**src/rtl/if_id_buf_pkg.sv**
```systemverilog
// Shared IF/ID definitions: bus widths, reset level, buffer depth default.
// Imported by the IF/ID buffer, its interface and its tests.
package if_id_buf_pkg;

  localparam logic RstEnable = 1'b1;
  localparam int InstAddrBus = 32;
  localparam int InstBus = 32;
  localparam logic [31:0] ZeroWord = 32'h0;
  localparam int IfIdDepth = 2;

  // Update priority inside the buffer, highest first
  typedef enum logic [1:0] {
    PriRst = 2'd0,
    PriFlush = 2'd1,
    PriHs = 2'd2
  } pri_e;

endpackage

```
**src/rtl/if_id_buf_if.sv**
```systemverilog
// Fetch/decode handshake bundle for the IF/ID buffer.
// IF_ID_BUF_PERF_EN adds the performance counter outputs.
interface if_id_buf_if
  import if_id_buf_pkg::*;
#(
  parameter int ADDR_W = InstAddrBus,
  parameter int INST_W = InstBus,
  parameter int DEPTH = IfIdDepth
);
  localparam int CW = $clog2(DEPTH) + 1;

  logic flush_i;
  logic if_valid_i;
  logic [ADDR_W-1:0] if_pc_i;
  logic [INST_W-1:0] if_inst_i;
  logic if_ready_o;
  logic id_valid_o;
  logic [ADDR_W-1:0] id_pc_o;
  logic [INST_W-1:0] id_inst_o;
  logic id_ready_i;
  logic [CW-1:0] count_o;
`ifdef IF_ID_BUF_PERF_EN
  logic [31:0] perf_full_o;
  logic [15:0] perf_flush_o;
`endif

  modport slave (
    input flush_i, if_valid_i, if_pc_i,
    input if_inst_i, id_ready_i,
    output if_ready_o, id_valid_o, id_pc_o,
    output id_inst_o, count_o
`ifdef IF_ID_BUF_PERF_EN
    , output perf_full_o, perf_flush_o
`endif
  );

  modport master (
    output flush_i, if_valid_i, if_pc_i,
    output if_inst_i, id_ready_i,
    input if_ready_o, id_valid_o, id_pc_o,
    input id_inst_o, count_o
`ifdef IF_ID_BUF_PERF_EN
    , input perf_full_o, perf_flush_o
`endif
  );

endinterface

```
**src/rtl/if_id_buf_byteswap.sv**
```systemverilog
// inst_byteswap: reverses byte order of a word (little-endian memory to
// decode order). Shared with the data-memory load path.
module inst_byteswap #(
  parameter int INST_W = 32
) (
  input logic [INST_W-1:0] inst_i,
  output logic [INST_W-1:0] inst_o
);

  localparam int NB = INST_W / 8;

  for (genvar k = 0; k < NB; k++) begin : g_byte
    assign inst_o[8*k +: 8] = inst_i[8*(NB-1-k) +: 8];
  end

endmodule

```
**src/rtl/if_id_buf.sv**
```systemverilog
// IF->ID circular buffer with valid/ready on both sides and flush.
// Define IF_ID_BUF_PERF_EN to compile in the stall/flush counters.
module if_id_buf
  import if_id_buf_pkg::*;
#(
  parameter int ADDR_W = InstAddrBus,
  parameter int INST_W = InstBus,
  parameter int DEPTH = IfIdDepth,
  parameter bit BYTE_SWAP = 1'b1
) (
  input logic clk,
  input logic rst,
  if_id_buf_if.slave bus
);

  localparam int PW = $clog2(DEPTH);
  localparam int CW = PW + 1;

  logic [PW-1:0] wr_ptr;
  logic [PW-1:0] rd_ptr;
  logic [CW-1:0] count;
  logic [ADDR_W-1:0] pc_mem [DEPTH];
  logic [INST_W-1:0] inst_mem [DEPTH];
  logic [INST_W-1:0] swapped;
  logic [INST_W-1:0] wr_inst;
  logic ready;
  logic valid;
  logic push;
  logic pop;

  // ready looks only at registered count, never at id_ready_i
  assign ready = count < CW'(DEPTH);
  assign valid = count != '0;
  assign push = bus.if_valid_i && ready;
  assign pop = valid && bus.id_ready_i;

  inst_byteswap #(
    .INST_W(INST_W)
  ) u_swap (
    .inst_i(bus.if_inst_i),
    .inst_o(swapped)
  );

  assign wr_inst = BYTE_SWAP ? swapped : bus.if_inst_i;

  always_ff @(posedge clk) begin
    if (rst == RstEnable) begin
      wr_ptr <= '0;
      rd_ptr <= '0;
      count <= '0;
    end else if (bus.flush_i) begin
      wr_ptr <= '0;
      rd_ptr <= '0;
      count <= '0;
    end else begin
      if (push) wr_ptr <= wr_ptr + PW'(1);
      if (pop) rd_ptr <= rd_ptr + PW'(1);
      case ({push, pop})
        2'b10: count <= count + CW'(1);
        2'b01: count <= count - CW'(1);
        default: count <= count;
      endcase
    end
  end

  // Stale contents are harmless: count gates visibility
  always_ff @(posedge clk) begin
    if (push) begin
      pc_mem[wr_ptr] <= bus.if_pc_i;
      inst_mem[wr_ptr] <= wr_inst;
    end
  end

  assign bus.if_ready_o = ready;
  assign bus.id_valid_o = valid;
  assign bus.id_pc_o = valid ? pc_mem[rd_ptr] : '0;
  assign bus.id_inst_o = valid ? inst_mem[rd_ptr] : '0;
  assign bus.count_o = count;

`ifdef IF_ID_BUF_PERF_EN
  logic [31:0] perf_full;
  logic [15:0] perf_flush;

  always_ff @(posedge clk) begin
    if (rst == RstEnable) begin
      perf_full <= '0;
      perf_flush <= '0;
    end else begin
      if (bus.if_valid_i && !ready && perf_full != '1)
        perf_full <= perf_full + 32'd1;
      if (bus.flush_i && perf_flush != '1)
        perf_flush <= perf_flush + 16'd1;
    end
  end

  assign bus.perf_full_o = perf_full;
  assign bus.perf_flush_o = perf_flush;
`endif

endmodule
```
**src/flat_wrapper.sv**
```systemverilog
// flat-port wrapper written by rule: the top's interface ports become plain ports
module if_id_buf_flat import if_id_buf_pkg::*;
#(
  parameter int ADDR_W = InstAddrBus,
  parameter int INST_W = InstBus,
  parameter int DEPTH = IfIdDepth,
  parameter bit BYTE_SWAP = 1'b1
)
  (clk, rst, bus_flush_i, bus_if_valid_i, bus_if_pc_i, bus_if_inst_i, bus_id_ready_i, bus_if_ready_o, bus_id_valid_o, bus_id_pc_o, bus_id_inst_o, bus_count_o);
  if_id_buf_if #(.ADDR_W(ADDR_W), .INST_W(INST_W), .DEPTH(DEPTH)) bus_i ();
  input logic clk;
  input logic rst;
  input wire logic [$bits(bus_i.flush_i)-1:0] bus_flush_i;
  input wire logic [$bits(bus_i.if_valid_i)-1:0] bus_if_valid_i;
  input wire logic [$bits(bus_i.if_pc_i)-1:0] bus_if_pc_i;
  input wire logic [$bits(bus_i.if_inst_i)-1:0] bus_if_inst_i;
  input wire logic [$bits(bus_i.id_ready_i)-1:0] bus_id_ready_i;
  output wire logic [$bits(bus_i.if_ready_o)-1:0] bus_if_ready_o;
  output wire logic [$bits(bus_i.id_valid_o)-1:0] bus_id_valid_o;
  output wire logic [$bits(bus_i.id_pc_o)-1:0] bus_id_pc_o;
  output wire logic [$bits(bus_i.id_inst_o)-1:0] bus_id_inst_o;
  output wire logic [$bits(bus_i.count_o)-1:0] bus_count_o;
  assign bus_i.flush_i = bus_flush_i;
  assign bus_i.if_valid_i = bus_if_valid_i;
  assign bus_i.if_pc_i = bus_if_pc_i;
  assign bus_i.if_inst_i = bus_if_inst_i;
  assign bus_i.id_ready_i = bus_id_ready_i;
  assign bus_if_ready_o = bus_i.if_ready_o;
  assign bus_id_valid_o = bus_i.id_valid_o;
  assign bus_id_pc_o = bus_i.id_pc_o;
  assign bus_id_inst_o = bus_i.id_inst_o;
  assign bus_count_o = bus_i.count_o;
  if_id_buf #(.ADDR_W(ADDR_W), .INST_W(INST_W), .DEPTH(DEPTH), .BYTE_SWAP(BYTE_SWAP)) u_core (.clk(clk), .rst(rst), .bus(bus_i));
endmodule
```
**config.mk**
```make
export PLATFORM = sky130hd
export DESIGN_NAME = if_id_buf_flat
export DESIGN_NICKNAME = d
export VERILOG_FILES = /design/src/rtl/if_id_buf_pkg.sv /design/src/rtl/if_id_buf_if.sv /design/src/rtl/if_id_buf_byteswap.sv /design/src/rtl/if_id_buf.sv /design/src/flat_wrapper.sv
export SDC_FILE = /design/constraint.sdc
export NUM_CORES = 1
export LEC_CHECK = 0
export BUFFER_PORTS_ARGS = -buffer_cell sky130_fd_sc_hd__buf_2
export CORE_ASPECT_RATIO = 0.7
export CORE_MARGIN = 3
export CORE_UTILIZATION = 56
export CTS_CLUSTER_SIZE = 40
export DETAILED_ROUTE_END_ITERATION = 8
export PLACE_DENSITY = 0.86
export SLEW_MARGIN = 20
export SYNTH_ARGS = -nofsm -noshare
export SYNTH_HDL_FRONTEND = slang
export SYNTH_SLANG_ARGS = --single-unit
```
**constraint.sdc**
```tcl
create_clock -name clk -period 9.95 [get_ports clk]
set_input_delay 0.995 -clock clk [delete_from_list [all_inputs] [get_ports clk]]
set_output_delay 0.995 -clock clk [all_outputs]
set_load 0.01 [all_outputs]
```
==> results of run 1 <==
## sequential cells by signal, indices dropped and copies added (netlist names), named ones only
name and cells:
u_core.bus.count_o 2, u_core.inst_mem 64, u_core.pc_mem 64, u_core.rd_ptr 1, u_core.wr_ptr 1
## cells in the mapped netlist
| library cell | instances |
|---|---|
| sky130_fd_sc_hd__inv_1 | 3 |
| sky130_fd_sc_hd__nor3_1 | 4 |
| sky130_fd_sc_hd__nor2_1 | 66 |
| sky130_fd_sc_hd__or3_1 | 1 |
| sky130_fd_sc_hd__buf_4 | 3 |
| sky130_fd_sc_hd__a211oi_1 | 1 |
| sky130_fd_sc_hd__ha_1 | 1 |
| sky130_fd_sc_hd__o21ai_0 | 2 |
| sky130_fd_sc_hd__xor2_1 | 3 |
| sky130_fd_sc_hd__edfxtp_1 | 128 |
| sky130_fd_sc_hd__and3_1 | 1 |
| sky130_fd_sc_hd__clkbuf_1 | 1 |
| sky130_fd_sc_hd__mux2i_1 | 64 |
| sky130_fd_sc_hd__xnor2_1 | 1 |
| sky130_fd_sc_hd__dfxtp_1 | 5 |
| sky130_fd_sc_hd__buf_2 | 10 |
| sky130_fd_sc_hd__nand2b_1 | 1 |
## metal layers
| layer | routed length (µm) | up-vias |
|---|---|---|
| met2 | 4199 | 117 |
| met3 | 861 | 6 |
| met4 | 39 | 2 |
| met5 | 7 | - |
| li1 | - | 1378 |
| met1 | 3918 | 1356 |
## power by group through the flow
stage                     Combinational (W)  Clock [W]  Sequential [W]
after floorplan                   0.0000498          0        0.000663
after global placement            0.0000878          0        0.000664
after detailed placement          0.0000903          0        0.000666
after CTS                         0.0000907   0.000571        0.000655
after global routing              0.0000990   0.000601        0.000657
final                             0.0000892   0.000562        0.000655
## through the flow
stage | area [µm²] | worst slack [ns]
after floorplan | 5024 | 5.690
after global placement | 5821 | 7.123
after detailed placement | 5821 | 7.068
after CTS | 6351 | 6.832
after global routing | 6351 | 6.668
final | 6351 | 6.882
## area by class of cell
cell class / count / area (µm²) / share of cell area [%]
tap: 120 / 150.1 / 2.364
timing repair buffer: 139 / 703.2 / 11.07
inverter: 3 / 11.26 / 0.1773
sequential: 133 / 3948 / 62.16
clock buffer: 23 / 447.9 / 7.053
clock inverter: 7 / 82.58 / 1.300
multi-input combinational: 145 / 1008 / 15.88
## cells by family after synthesis
logic type	Yosys count
flops	133
mux	64
xor+xnor	4
simple gates	73
fa+ha+maj	1
compound gates	3
buf+inv	17
## worst min path at each step
stage	start	to	slack [ns]	cells past startpoint
CTS	u_core.rd_ptr	u_core.rd_ptr	0.59	2
floorplan	u_core.rd_ptr	register	0.52	2
detailed placement	u_core.rd_ptr	u_core.rd_ptr	0.57	2
global placement	u_core.rd_ptr	u_core.rd_ptr	0.53	2
global route	u_core.rd_ptr	u_core.rd_ptr	0.63	2
finish	u_core.rd_ptr	u_core.rd_ptr	0.57	2
## placed cells by master (no fill, tap or decap)
| cell | synthesis | final |
|---|---|---|
| sky130_fd_sc_hd__dfxtp_4 | 0 | 1 |
| sky130_fd_sc_hd__clkinv_1 | 0 | 2 |
| sky130_fd_sc_hd__bufinv_16 | 0 | 2 |
| sky130_fd_sc_hd__and3_2 | 0 | 1 |
| sky130_fd_sc_hd__ha_1 | 1 | 1 |
| sky130_fd_sc_hd__buf_2 | 10 | 136 |
| sky130_fd_sc_hd__inv_1 | 3 | 3 |
| sky130_fd_sc_hd__clkbuf_1 | 1 | 6 |
| sky130_fd_sc_hd__dfxtp_1 | 5 | 4 |
| sky130_fd_sc_hd__xnor2_1 | 1 | 1 |
| sky130_fd_sc_hd__buf_4 | 3 | 3 |
| sky130_fd_sc_hd__nor2_1 | 66 | 64 |
| sky130_fd_sc_hd__nor2_4 | 0 | 2 |
| sky130_fd_sc_hd__a211oi_1 | 1 | 1 |
| sky130_fd_sc_hd__nand2b_1 | 1 | 1 |
| sky130_fd_sc_hd__o21ai_0 | 2 | 2 |
| sky130_fd_sc_hd__nor3_1 | 4 | 4 |
| sky130_fd_sc_hd__clkbuf_16 | 0 | 17 |
| sky130_fd_sc_hd__clkinv_2 | 0 | 3 |
| sky130_fd_sc_hd__or3_1 | 1 | 1 |
| sky130_fd_sc_hd__xor2_1 | 3 | 3 |
| sky130_fd_sc_hd__mux2i_1 | 64 | 64 |
| sky130_fd_sc_hd__edfxtp_1 | 128 | 128 |
## tightest hold or removal path, delay by kind of cell (launching register included)
kind | cells | cell delay [ns]
xor+xnor | 1 | 0.08
simple gates | 1 | 0.11
flops | 1 | 0.33
==> flow_results.xml, run 1 <==
<?xml version="1.0" encoding="UTF-8"?>
<metrics>
  <group name="sta">
    <metric name="max_clock_freq" unit="MHz">325.9</metric>
    <metric name="setup_tns" unit="ns">0</metric>
    <metric name="timing.final.max_slew_violations" unit="">0</metric>
    <metric name="maxSlewHeadroom" unit="%">26.71</metric>
    <metric name="report.final.hold_viol_count" unit="">0</metric>
    <metric name="rsz0062_at_grt" unit="">no</metric>
    <metric name="final-setup-viol-count" unit="">0</metric>
    <metric name="clock-skew-final" unit="ns">0.005881</metric>
    <metric name="final.period_utilization" unit="%">30.84</metric>
    <metric name="hold-worst-slack" unit="ns">0.5748</metric>
    <metric name="worstMarginPinSlew" unit="ns">1.099</metric>
    <metric name="layout_min_cycle_time" unit="ns">3.068</metric>
  </group>
  <group name="synthesis">
    <metric name="yosys.area_share.xor_xnor" unit="%">0.6974</metric>
    <metric name="synth_cell_type_count" unit="">17</metric>
    <metric name="post_synth_main_area_contributors" unit="">sky130_fd_sc_hd__edfxtp_1 77%, sky130_fd_sc_hd__mux2i_1 13%, sky130_fd_sc_hd__nor2_1 4.9%</metric>
    <metric name="syn_nets" unit="">365</metric>
    <metric name="syn-cell-area" unit="µm²">5024</metric>
    <metric name="synth.largest_area_cell" unit="">sky130_fd_sc_hd__edfxtp_1</metric>
    <metric name="synth_top_area_share" unit="%">76.51</metric>
    <metric name="syn_inst" unit="">295</metric>
    <metric name="syn_area_per_cell" unit="µm²">17.03</metric>
    <metric name="synth_warnings" unit="">0</metric>
    <metric name="synth-simple-area-share" unit="%">5.704</metric>
    <metric name="main_combinational_cell_family_by_area_after_synthesis" unit="">multiplexers</metric>
    <metric name="ys_seq_area_share" unit="%">78.51</metric>
    <metric name="synth-seq-cells" unit="">133</metric>
    <metric name="muxShareOfSynthArea" unit="%">12.75</metric>
    <metric name="synth-compound-area-share" unit="%">0.3487</metric>
    <metric name="synth_adder_area_share" unit="%">0.2491</metric>
  </group>
  <group name="power_and_ir_drop">
    <metric name="seq_power_share" unit="%">50.1</metric>
    <metric name="power-per-cell-area" unit="nW/µm²">205.6</metric>
    <metric name="vdd_ir_max" unit="V">0.0002065</metric>
    <metric name="psw" unit="W">0.0002628</metric>
    <metric name="leakage" unit="nW">2.433</metric>
    <metric name="power_switching_share" unit="%">20.13</metric>
    <metric name="power.total" unit="W">0.001306</metric>
    <metric name="share_comb_of_total_power" unit="%">6.8</metric>
    <metric name="share_clk_of_total_power" unit="%">43.0</metric>
    <metric name="power_report.internal_total" unit="W">0.001043</metric>
  </group>
  <group name="global_routing">
    <metric name="vias_in_the_first_global_route" unit="">2926</metric>
    <metric name="maximum_number_of_pins_on_one_net_before_global_route_repair" unit="">65</metric>
    <metric name="use_met3" unit="%">8.528</metric>
    <metric name="grt_first_pass_wirelength" unit="µm">14240</metric>
    <metric name="global_route.usage.total" unit="%">18.51</metric>
    <metric name="grt_antenna_before_repair" unit="">1</metric>
    <metric name="grt.met2_usage" unit="%">27.73</metric>
    <metric name="global_route.overflow_total" unit="">0</metric>
    <metric name="gr-max-usage-layer" unit="">met2</metric>
    <metric name="gr-usage-met1" unit="%">24.42</metric>
  </group>
  <group name="critical_path">
    <metric name="r2r-end" unit="">u_core.pc_mem[0][26]</metric>
    <metric name="number_of_stages_on_the_worst_setup_path" unit="">4</metric>
    <metric name="critical_path.n_buffers_inverters" unit="">2</metric>
    <metric name="critPathCapture" unit="">bus_id_pc_o[14]</metric>
    <metric name="cp_cell_sequence" unit="">nor2_4 -&gt; buf_4 -&gt; nor2_1 -&gt; buf_2</metric>
    <metric name="worst_path_dominant_cell_family" unit="">buffers and inverters</metric>
    <metric name="cp_slowest_stage_delay" unit="ns">0.49</metric>
    <metric name="reg2reg_slack" unit="ns">7.71</metric>
    <metric name="startpoint_type" unit="">register</metric>
    <metric name="reg2regPathDepth" unit="">3</metric>
    <metric name="cp-startpoint" unit="">u_core.bus.count_o[1]</metric>
    <metric name="arrival" unit="ns">2.07</metric>
    <metric name="critical_register_to_register_path_startpoint" unit="">u_core.bus.count_o[1]</metric>
    <metric name="cp_max_fo" unit="">41</metric>
    <metric name="critPathSlowestCell" unit="">sky130_fd_sc_hd__buf_4</metric>
    <metric name="timing.setup.critical_path_class" unit="">reg2out</metric>
    <metric name="cp.required" unit="ns">8.96</metric>
    <metric name="end_kind" unit="">output pin</metric>
  </group>
  <group name="floorplanning">
    <metric name="floorplan_die_area" unit="µm²">10160</metric>
    <metric name="initial_utilization" unit="%">58.53</metric>
    <metric name="pin_count" unit="">137</metric>
    <metric name="dieHeight" unit="µm">85.25</metric>
    <metric name="core_area" unit="µm²">8583</metric>
    <metric name="die_width" unit="µm">119.2</metric>
    <metric name="core.rowCount" unit="">28</metric>
  </group>
  <group name="clock_tree">
    <metric name="clk_path_buf_depth" unit="">2</metric>
    <metric name="clock_pin_transition_on_the_worst_setup_and_hold_timing_paths" unit="ns">0.05</metric>
    <metric name="numCtsBuffers" unit="">17</metric>
    <metric name="cts_hold_repair.buffers" unit="">0</metric>
    <metric name="ctsResizeCount" unit="">0</metric>
    <metric name="postCtsSetupRepairBufs" unit="">0</metric>
    <metric name="cts_tree" unit="">built</metric>
    <metric name="total_clock_sinks" unit="">133</metric>
    <metric name="clock_latency" unit="ns">0.40</metric>
    <metric name="cts.htree.levels" unit="">4</metric>
    <metric name="clock_tree_root_driver_cell" unit="">sky130_fd_sc_hd__clkbuf_16</metric>
  </group>
  <group name="detailed_routing">
    <metric name="initialDrtViolationCount" unit="">170</metric>
    <metric name="detailedRoute.firstPassIterationCount" unit="">4</metric>
    <metric name="detail_route.drc_violations" unit="">0</metric>
    <metric name="drt-total-wl" unit="µm">9026</metric>
    <metric name="routed_wire_per_std_cell" unit="µm">15.84</metric>
    <metric name="drt.antenna.violating_nets" unit="">0</metric>
    <metric name="num_vias" unit="">2859</metric>
    <metric name="avgViaCountPerCell" unit="">5.016</metric>
  </group>
  <group name="layout">
    <metric name="n_fill_cell" unit="">527</metric>
    <metric name="postLayoutCoreUtil" unit="%">73.99</metric>
    <metric name="area_delta_synth_final" unit="%">26.43</metric>
    <metric name="stdcell_count" unit="">570</metric>
    <metric name="antenna-diode-count" unit="">0</metric>
    <metric name="num-nets-final" unit="">509</metric>
    <metric name="final_layout_size_suffix_gt1_share" unit="%">36.67</metric>
  </group>
  <group name="run">
    <metric name="max-cap-violations" unit="">0</metric>
  </group>
  <group name="placed_design">
    <metric name="place.port_buffers" unit="">136</metric>
    <metric name="globalplace.congestion" unit="">0.7986</metric>
    <metric name="place.detailed.instances" unit="">540</metric>
    <metric name="post_dp_hpwl" unit="µm">5656</metric>
  </group>
  <group name="worst_hold_path">
    <metric name="min-delay-path-class" unit="">reg2reg</metric>
  </group>
  <group name="run_status">
    <metric name="run_status" unit="">finished clean</metric>
  </group>
</metrics>
No activity file was read; power rests on OpenSTA's default activity.
==> run 2: changes to the inputs <==
--- a/config.mk
+++ b/config.mk
@@ -8,10 +8,10 @@
 export BUFFER_PORTS_ARGS = -buffer_cell sky130_fd_sc_hd__buf_2
 export CORE_ASPECT_RATIO = 0.7
 export CORE_MARGIN = 3
-export CORE_UTILIZATION = 56
+export CORE_UTILIZATION = 47
 export CTS_CLUSTER_SIZE = 40
 export DETAILED_ROUTE_END_ITERATION = 8
-export PLACE_DENSITY = 0.86
+export PLACE_DENSITY = 0.78
 export SLEW_MARGIN = 20
 export SYNTH_ARGS = -nofsm -noshare
 export SYNTH_HDL_FRONTEND = slang
==> constraint.sdc (replaced) <==
create_clock -name clk -period 2.5 [get_ports clk]
set_input_delay 0.25 -clock clk [delete_from_list [all_inputs] [get_ports clk]]
set_output_delay 0.25 -clock clk [all_outputs]
set_load 0.01 [all_outputs]
==> run 2 against run 1 <==
Compared with the run above: critical path depth stayed put; combinational power grew to 4.2 times the previous value; design area is 2.8% higher; register-to-register slack worse by 7.0 ns; non-clock buffer count is 3 higher; sequential cell count stayed put; sequential share of layout area is 1.7 points lower; die area is 18% higher; first-iteration DRC count is 16% higher; clock power grew to 4.7 times the previous value.
==> flow_results.xml, run 2 (synthesis gave the netlist of run 1 again) <==
<?xml version="1.0" encoding="UTF-8"?>
<metrics>
  <group name="layout">
    <metric name="layout.cell_area.non_filler" unit="µm²">6529</metric>
    <metric name="num-nets-final" unit="">512</metric>
    <metric name="area_delta_synth_final" unit="%">29.96</metric>
    <metric name="antenna-diode-count" unit="">0</metric>
    <metric name="final_layout_size_suffix_gt1_share" unit="%">38.46</metric>
    <metric name="final_cell_mix" unit="">136 x sky130_fd_sc_hd__buf_2, 128 x sky130_fd_sc_hd__edfxtp_1, 64 x sky130_fd_sc_hd__mux2i_1, 64 x sky130_fd_sc_hd__nor2_1, 17 x sky130_fd_sc_hd__clkbuf_16</metric>
    <metric name="postLayoutCoreUtil" unit="%">64.90</metric>
    <metric name="most_frequent_standard_cell_in_the_layout_excluding_fill_and_tap_cells" unit="">sky130_fd_sc_hd__buf_2</metric>
  </group>
  <group name="power_and_ir_drop">
    <metric name="leakage" unit="nW">2.504</metric>
    <metric name="power-per-cell-area" unit="nW/µm²">861.4</metric>
    <metric name="share_comb_of_total_power" unit="%">6.7</metric>
    <metric name="power_report.internal_total" unit="W">0.004483</metric>
    <metric name="psw" unit="W">0.001141</metric>
    <metric name="share_clk_of_total_power" unit="%">47.2</metric>
    <metric name="power_switching_share" unit="%">20.30</metric>
    <metric name="vdd_ir_max" unit="V">0.0006328</metric>
    <metric name="seq_power_share" unit="%">46.2</metric>
  </group>
  <group name="global_routing">
    <metric name="grt_antenna_before_repair" unit="">0</metric>
    <metric name="global_route.overflow_total" unit="">0</metric>
    <metric name="grt_first_pass_wirelength" unit="µm">14900</metric>
    <metric name="maximum_number_of_pins_on_one_net_before_global_route_repair" unit="">65</metric>
    <metric name="global_route.usage.total" unit="%">16.39</metric>
    <metric name="vias_in_the_first_global_route" unit="">2989</metric>
  </group>
  <group name="sta">
    <metric name="layout_min_cycle_time" unit="ns">2.105</metric>
    <metric name="setup_tns" unit="ns">0</metric>
    <metric name="max_clock_freq" unit="MHz">475.0</metric>
    <metric name="report.final.hold_viol_count" unit="">0</metric>
    <metric name="timing.final.max_slew_violations" unit="">0</metric>
    <metric name="clock-skew-final" unit="ns">0.005420</metric>
    <metric name="worstMarginPinSlew" unit="ns">0.4352</metric>
    <metric name="maxSlewHeadroom" unit="%">70.98</metric>
    <metric name="final.period_utilization" unit="%">84.21</metric>
    <metric name="rsz0062_at_grt" unit="">no</metric>
    <metric name="final-setup-viol-count" unit="">0</metric>
  </group>
  <group name="critical_path">
    <metric name="arrival" unit="ns">1.86</metric>
    <metric name="cp_cell_sequence" unit="">nor2_4 -&gt; buf_4 -&gt; nor2_1 -&gt; buf_2</metric>
    <metric name="timing.setup.critical_path_class" unit="">reg2out</metric>
    <metric name="cp.required" unit="ns">2.25</metric>
    <metric name="cp_max_fo" unit="">28</metric>
    <metric name="worst_path_dominant_cell_family" unit="">buffers and inverters</metric>
    <metric name="startpoint_type" unit="">register</metric>
    <metric name="cp_slowest_stage_delay" unit="ns">0.39</metric>
    <metric name="critical_path.n_buffers_inverters" unit="">2</metric>
    <metric name="end_kind" unit="">output pin</metric>
    <metric name="critPathSlowestCell" unit="">sky130_fd_sc_hd__nor2_4</metric>
  </group>
  <group name="detailed_routing">
    <metric name="drt.antenna.violating_nets" unit="">0</metric>
    <metric name="avgViaCountPerCell" unit="">4.954</metric>
    <metric name="initialDrtViolationCount" unit="">198</metric>
    <metric name="drt-total-wl" unit="µm">9698</metric>
    <metric name="routed_wire_per_std_cell" unit="µm">16.63</metric>
    <metric name="detailedRoute.firstPassIterationCount" unit="">5</metric>
    <metric name="num_vias" unit="">2888</metric>
    <metric name="detail_route.drc_violations" unit="">0</metric>
  </group>
  <group name="clock_tree">
    <metric name="postCtsSetupRepairBufs" unit="">0</metric>
    <metric name="ctsResizeCount" unit="">0</metric>
    <metric name="numCtsBuffers" unit="">17</metric>
    <metric name="cts_tree" unit="">built</metric>
    <metric name="clock_tree_root_driver_cell" unit="">sky130_fd_sc_hd__clkbuf_16</metric>
    <metric name="cts_hold_repair.buffers" unit="">0</metric>
    <metric name="total_clock_sinks" unit="">133</metric>
    <metric name="clock_latency" unit="ns">0.40</metric>
    <metric name="cts.htree.levels" unit="">4</metric>
    <metric name="clock_pin_transition_on_the_worst_setup_and_hold_timing_paths" unit="ns">0.06</metric>
    <metric name="clk_path_buf_depth" unit="">2</metric>
  </group>
  <group name="floorplanning">
    <metric name="die_width" unit="µm">129.6</metric>
    <metric name="floorplan_die_area" unit="µm²">11990</metric>
    <metric name="initial_utilization" unit="%">49.94</metric>
    <metric name="pin_count" unit="">137</metric>
    <metric name="core.rowCount" unit="">30</metric>
    <metric name="core_area" unit="µm²">10060</metric>
    <metric name="dieHeight" unit="µm">92.50</metric>
  </group>
  <group name="run_status">
    <metric name="run_status" unit="">finished clean</metric>
  </group>
  <group name="placed_design">
    <metric name="place.port_buffers" unit="">136</metric>
    <metric name="globalplace.congestion" unit="">0.7968</metric>
    <metric name="placed_area" unit="µm²">5891</metric>
    <metric name="post_dp_hpwl" unit="µm">6166</metric>
  </group>
  <group name="run">
    <metric name="max-cap-violations" unit="">0</metric>
  </group>
  <group name="worst_hold_path">
    <metric name="min-delay-path-class" unit="">in2reg</metric>
  </group>
</metrics>
## run 2: per-stage QoR
step | std cells | setup slack [ns] | power (W) | hold slack, ns
after floorplan | 295 | 0.02121 | 0.002833 | 0.3228
after global placement | 551 | 0.8286 | 0.003006 | 0.4384
after detailed placement | 551 | 0.7409 | 0.003020 | 0.4427
after CTS | 583 | 0.3887 | 0.005673 | 0.01991
after global routing | 583 | 0.2613 | 0.005838 | 0.01606
final | 583 | 0.3947 | 0.005624 | 0.03599
## run 2: final cells by class
type | instances | area, µm²
Inverter | 3 | 11.26
Tap cell | 128 | 160.2
Timing Repair Buffer | 142 | 763.2
Clock buffer | 19 | 432.9
Sequential cell | 133 | 3948
Clock inverter | 13 | 205.2
Multi-Input combinational cell | 145 | 1008
Fill cell | 742 | 3531
## run 2: power by group through the flow
stage / logic [W] / registers [W] / clock network (W)
after floorplan: 0.000199 / 0.00263 / 0
after detailed placement: 0.000378 / 0.00264 / 0
after global placement: 0.000369 / 0.00264 / 0
after global routing: 0.000412 / 0.00260 / 0.00282
after CTS: 0.000380 / 0.00260 / 0.00270
final: 0.000376 / 0.00260 / 0.00265
## run 2: worst paths after layout
| kind | startpoint | to | slack, ns | cells past startpoint |
|---|---|---|---|---|
| hold reg to reg | u_core.rd_ptr | u_core.rd_ptr | 0.56 | 2 |
| setup / recovery | u_core.bus.count_o[1] | bus_id_pc_o[23] | 0.39 | 4 |
| hold / removal | bus_if_inst_i[26] | u_core.inst_mem[1][2] | 0.04 | 1 |
| setup reg to reg | u_core.bus.count_o[1] | u_core.bus.count_o[1] | 0.71 | 5 |
## run 2: metal layers
layer	vias to the layer above	wire, µm	global-route usage [%]
met5	-	0	0
met1	1371	4461	21.51
met4	0	102	5.536
li1	1389	-	-
met3	12	735	5.821
met2	116	4398	25.56
==> run 3: changes to the inputs <==
--- a/config.mk
+++ b/config.mk
@@ -8,10 +8,10 @@
 export BUFFER_PORTS_ARGS = -buffer_cell sky130_fd_sc_hd__buf_2
 export CORE_ASPECT_RATIO = 0.7
 export CORE_MARGIN = 3
-export CORE_UTILIZATION = 47
+export CORE_UTILIZATION = 52
 export CTS_CLUSTER_SIZE = 40
 export DETAILED_ROUTE_END_ITERATION = 8
-export PLACE_DENSITY = 0.78
+export PLACE_DENSITY = 0.81
 export SLEW_MARGIN = 20
 export SYNTH_ARGS = -nofsm -noshare
 export SYNTH_HDL_FRONTEND = slang
==> constraint.sdc (replaced) <==
create_clock -name clk -period 2 [get_ports clk]
set_input_delay 0.2 -clock clk [delete_from_list [all_inputs] [get_ports clk]]
set_output_delay 0.2 -clock clk [all_outputs]
set_load 0.01 [all_outputs]
==> run 3 against run 2 <==
Compared with the run above: sequential cell count did not move; clock-buffer cell count down 1; non-clock buffer count grew 65; critical path depth unchanged; largest cell class unchanged; critical endpoint is now bus_id_inst_o[20].
==> flow_results.xml, run 3 (synthesis gave the netlist of run 1 again) <==
<?xml version="1.0" encoding="UTF-8"?>
<metrics>
  <group name="global_routing">
    <metric name="global_route.usage.total" unit="%">20.75</metric>
    <metric name="vias_in_the_first_global_route" unit="">3391</metric>
    <metric name="global_route.overflow_total" unit="">0</metric>
    <metric name="grt_antenna_before_repair" unit="">0</metric>
    <metric name="grt_first_pass_wirelength" unit="µm">16710</metric>
    <metric name="maximum_number_of_pins_on_one_net_before_global_route_repair" unit="">65</metric>
  </group>
  <group name="clock_tree">
    <metric name="clock_tree_root_driver_cell" unit="">sky130_fd_sc_hd__clkbuf_16</metric>
    <metric name="cts_hold_repair.buffers" unit="">63</metric>
    <metric name="clock_pin_transition_on_the_worst_setup_and_hold_timing_paths" unit="ns">0.06</metric>
    <metric name="cts.htree.levels" unit="">4</metric>
    <metric name="ctsResizeCount" unit="">0</metric>
    <metric name="clk_path_buf_depth" unit="">2</metric>
    <metric name="postCtsSetupRepairBufs" unit="">0</metric>
    <metric name="total_clock_sinks" unit="">133</metric>
    <metric name="cts_tree" unit="">built</metric>
    <metric name="clock_latency" unit="ns">0.40</metric>
    <metric name="numCtsBuffers" unit="">17</metric>
  </group>
  <group name="layout">
    <metric name="final_layout_size_suffix_gt1_share" unit="%">33.85</metric>
    <metric name="final_cell_mix" unit="">136 x sky130_fd_sc_hd__buf_2, 128 x sky130_fd_sc_hd__edfxtp_1, 64 x sky130_fd_sc_hd__mux2i_1, 64 x sky130_fd_sc_hd__nor2_1, 63 x sky130_fd_sc_hd__dlygate4sd3_1</metric>
    <metric name="layout.cell_area.non_filler" unit="µm²">7168</metric>
    <metric name="n_fill_cell" unit="">516</metric>
    <metric name="num-nets-final" unit="">577</metric>
    <metric name="area_delta_synth_final" unit="%">42.69</metric>
    <metric name="antenna-diode-count" unit="">0</metric>
    <metric name="most_frequent_standard_cell_in_the_layout_excluding_fill_and_tap_cells" unit="">sky130_fd_sc_hd__buf_2</metric>
  </group>
  <group name="detailed_routing">
    <metric name="detail_route.drc_violations" unit="">0</metric>
    <metric name="initialDrtViolationCount" unit="">182</metric>
    <metric name="num_vias" unit="">3214</metric>
    <metric name="routed_wire_per_std_cell" unit="µm">17.04</metric>
    <metric name="drt.antenna.violating_nets" unit="">0</metric>
    <metric name="drt-total-wl" unit="µm">10980</metric>
    <metric name="detailedRoute.firstPassIterationCount" unit="">4</metric>
    <metric name="avgViaCountPerCell" unit="">4.991</metric>
  </group>
  <group name="critical_path">
    <metric name="critPathSlowestCell" unit="">sky130_fd_sc_hd__dfxtp_4</metric>
    <metric name="r2r-end" unit="">u_core.bus.count_o[1]</metric>
    <metric name="cp_cell_sequence" unit="">buf_4 -&gt; mux2i_1 -&gt; nor2_1 -&gt; buf_2</metric>
    <metric name="arrival" unit="ns">1.67</metric>
    <metric name="timing.setup.critical_path_class" unit="">reg2out</metric>
    <metric name="startpoint_type" unit="">register</metric>
    <metric name="cp_slowest_stage_delay" unit="ns">0.39</metric>
    <metric name="worst_path_dominant_cell_family" unit="">buffers and inverters</metric>
    <metric name="reg2reg_slack" unit="ns">0.16</metric>
    <metric name="critical_path.n_buffers_inverters" unit="">2</metric>
    <metric name="cp_max_fo" unit="">20</metric>
    <metric name="end_kind" unit="">output pin</metric>
    <metric name="reg2regPathDepth" unit="">6</metric>
    <metric name="cp.required" unit="ns">1.80</metric>
    <metric name="critical_register_to_register_path_startpoint" unit="">u_core.bus.count_o[1]</metric>
  </group>
  <group name="sta">
    <metric name="max_clock_freq" unit="MHz">535.7</metric>
    <metric name="setup_tns" unit="ns">0</metric>
    <metric name="rsz0062_at_grt" unit="">no</metric>
    <metric name="timing.final.max_slew_violations" unit="">0</metric>
    <metric name="clock-skew-final" unit="ns">0.008628</metric>
    <metric name="final.period_utilization" unit="%">93.34</metric>
    <metric name="report.final.hold_viol_count" unit="">0</metric>
    <metric name="worstMarginPinSlew" unit="ns">0.4365</metric>
    <metric name="maxSlewHeadroom" unit="%">70.90</metric>
    <metric name="layout_min_cycle_time" unit="ns">1.867</metric>
    <metric name="final-setup-viol-count" unit="">0</metric>
  </group>
  <group name="worst_hold_path">
    <metric name="worstHoldPathCells" unit="">2</metric>
    <metric name="min-delay-path-class" unit="">in2reg</metric>
    <metric name="worst_hold_start" unit="">bus_flush_i</metric>
  </group>
  <group name="run_status">
    <metric name="run_status" unit="">finished clean</metric>
  </group>
  <group name="floorplanning">
    <metric name="core.rowCount" unit="">29</metric>
    <metric name="pin_count" unit="">137</metric>
    <metric name="floorplan_die_area" unit="µm²">10890</metric>
    <metric name="core_area" unit="µm²">9216</metric>
    <metric name="die_width" unit="µm">123.5</metric>
    <metric name="dieHeight" unit="µm">88.24</metric>
    <metric name="initial_utilization" unit="%">54.51</metric>
  </group>
  <group name="run">
    <metric name="max-cap-violations" unit="">0</metric>
  </group>
  <group name="placed_design">
    <metric name="post_dp_hpwl" unit="µm">5921</metric>
    <metric name="place.port_buffers" unit="">136</metric>
    <metric name="placed_area" unit="µm²">5901</metric>
    <metric name="globalplace.congestion" unit="">0.8065</metric>
  </group>
  <group name="power_and_ir_drop">
    <metric name="leakage" unit="nW">2.775</metric>
    <metric name="power-per-cell-area" unit="nW/µm²">996.1</metric>
    <metric name="vdd_ir_max" unit="V">0.0009146</metric>
  </group>
</metrics>
[run 3: cell count changes in the layout (fill, tap and decap cells not counted), sizes merged]
cell and delta:
buf +2, clkbuf -1, clkinv +1, dlygate4sd3 +63
[run 3: worst max path at each step]
stage	to	cells after the start
floorplan	u_core.inst_mem[0][0]	2
global placement	u_core.bus.count_o[1]	5
detailed placement	u_core.bus.count_o[1]	5
CTS	bus_id_inst_o[14]	4
global route	bus_id_inst_o[14]	4
finish	bus_id_inst_o[20]	4
[run 3: report_power, final]
group          switching (W)  internal (W)  total, W
logic               0.000315      0.000272  0.000587
registers          0.0000393       0.00320   0.00324
clock network        0.00111       0.00220   0.00331
total                0.00146       0.00568   0.00714
[run 3: cell type report]
class                           instances  area (µm²)  area share (%)
Sequential cell                       133        3948           55.07
Timing Repair Buffer                  207        1409           19.65
Multi-Input combinational cell        145        1008           14.07
Clock buffer                           18       429.2           5.987
Clock inverter                         14       207.7           2.898
Tap cell                              124       155.1           2.164
Inverter                                3       11.26          0.1571
[run 3: layer usage]
metal  track usage [%]  part of all wire [%]  vias up
met4             7.136                  0.57        0
met1             23.92                    41     1568
met3             6.709                   5.9        6
met2             36.98                    53      127
li1                  -                     -     1513
met5                 0                     0        -
[run 3: stage by stage]
step	hold slack (ns)	setup WS (ns)	util, %	cells	power, W
finish	0.02313	0.1333	77.78	644	0.007140
floorplan	0.2728	0.03300	-	295	0.003540
global route	0.009631	0.02911	77.78	644	0.007371
CTS	0.002946	0.1433	77.78	644	0.007165
detailed placement	0.3915	0.2170	64.02	549	0.003775
global placement	0.3869	0.3325	64.02	549	0.003756
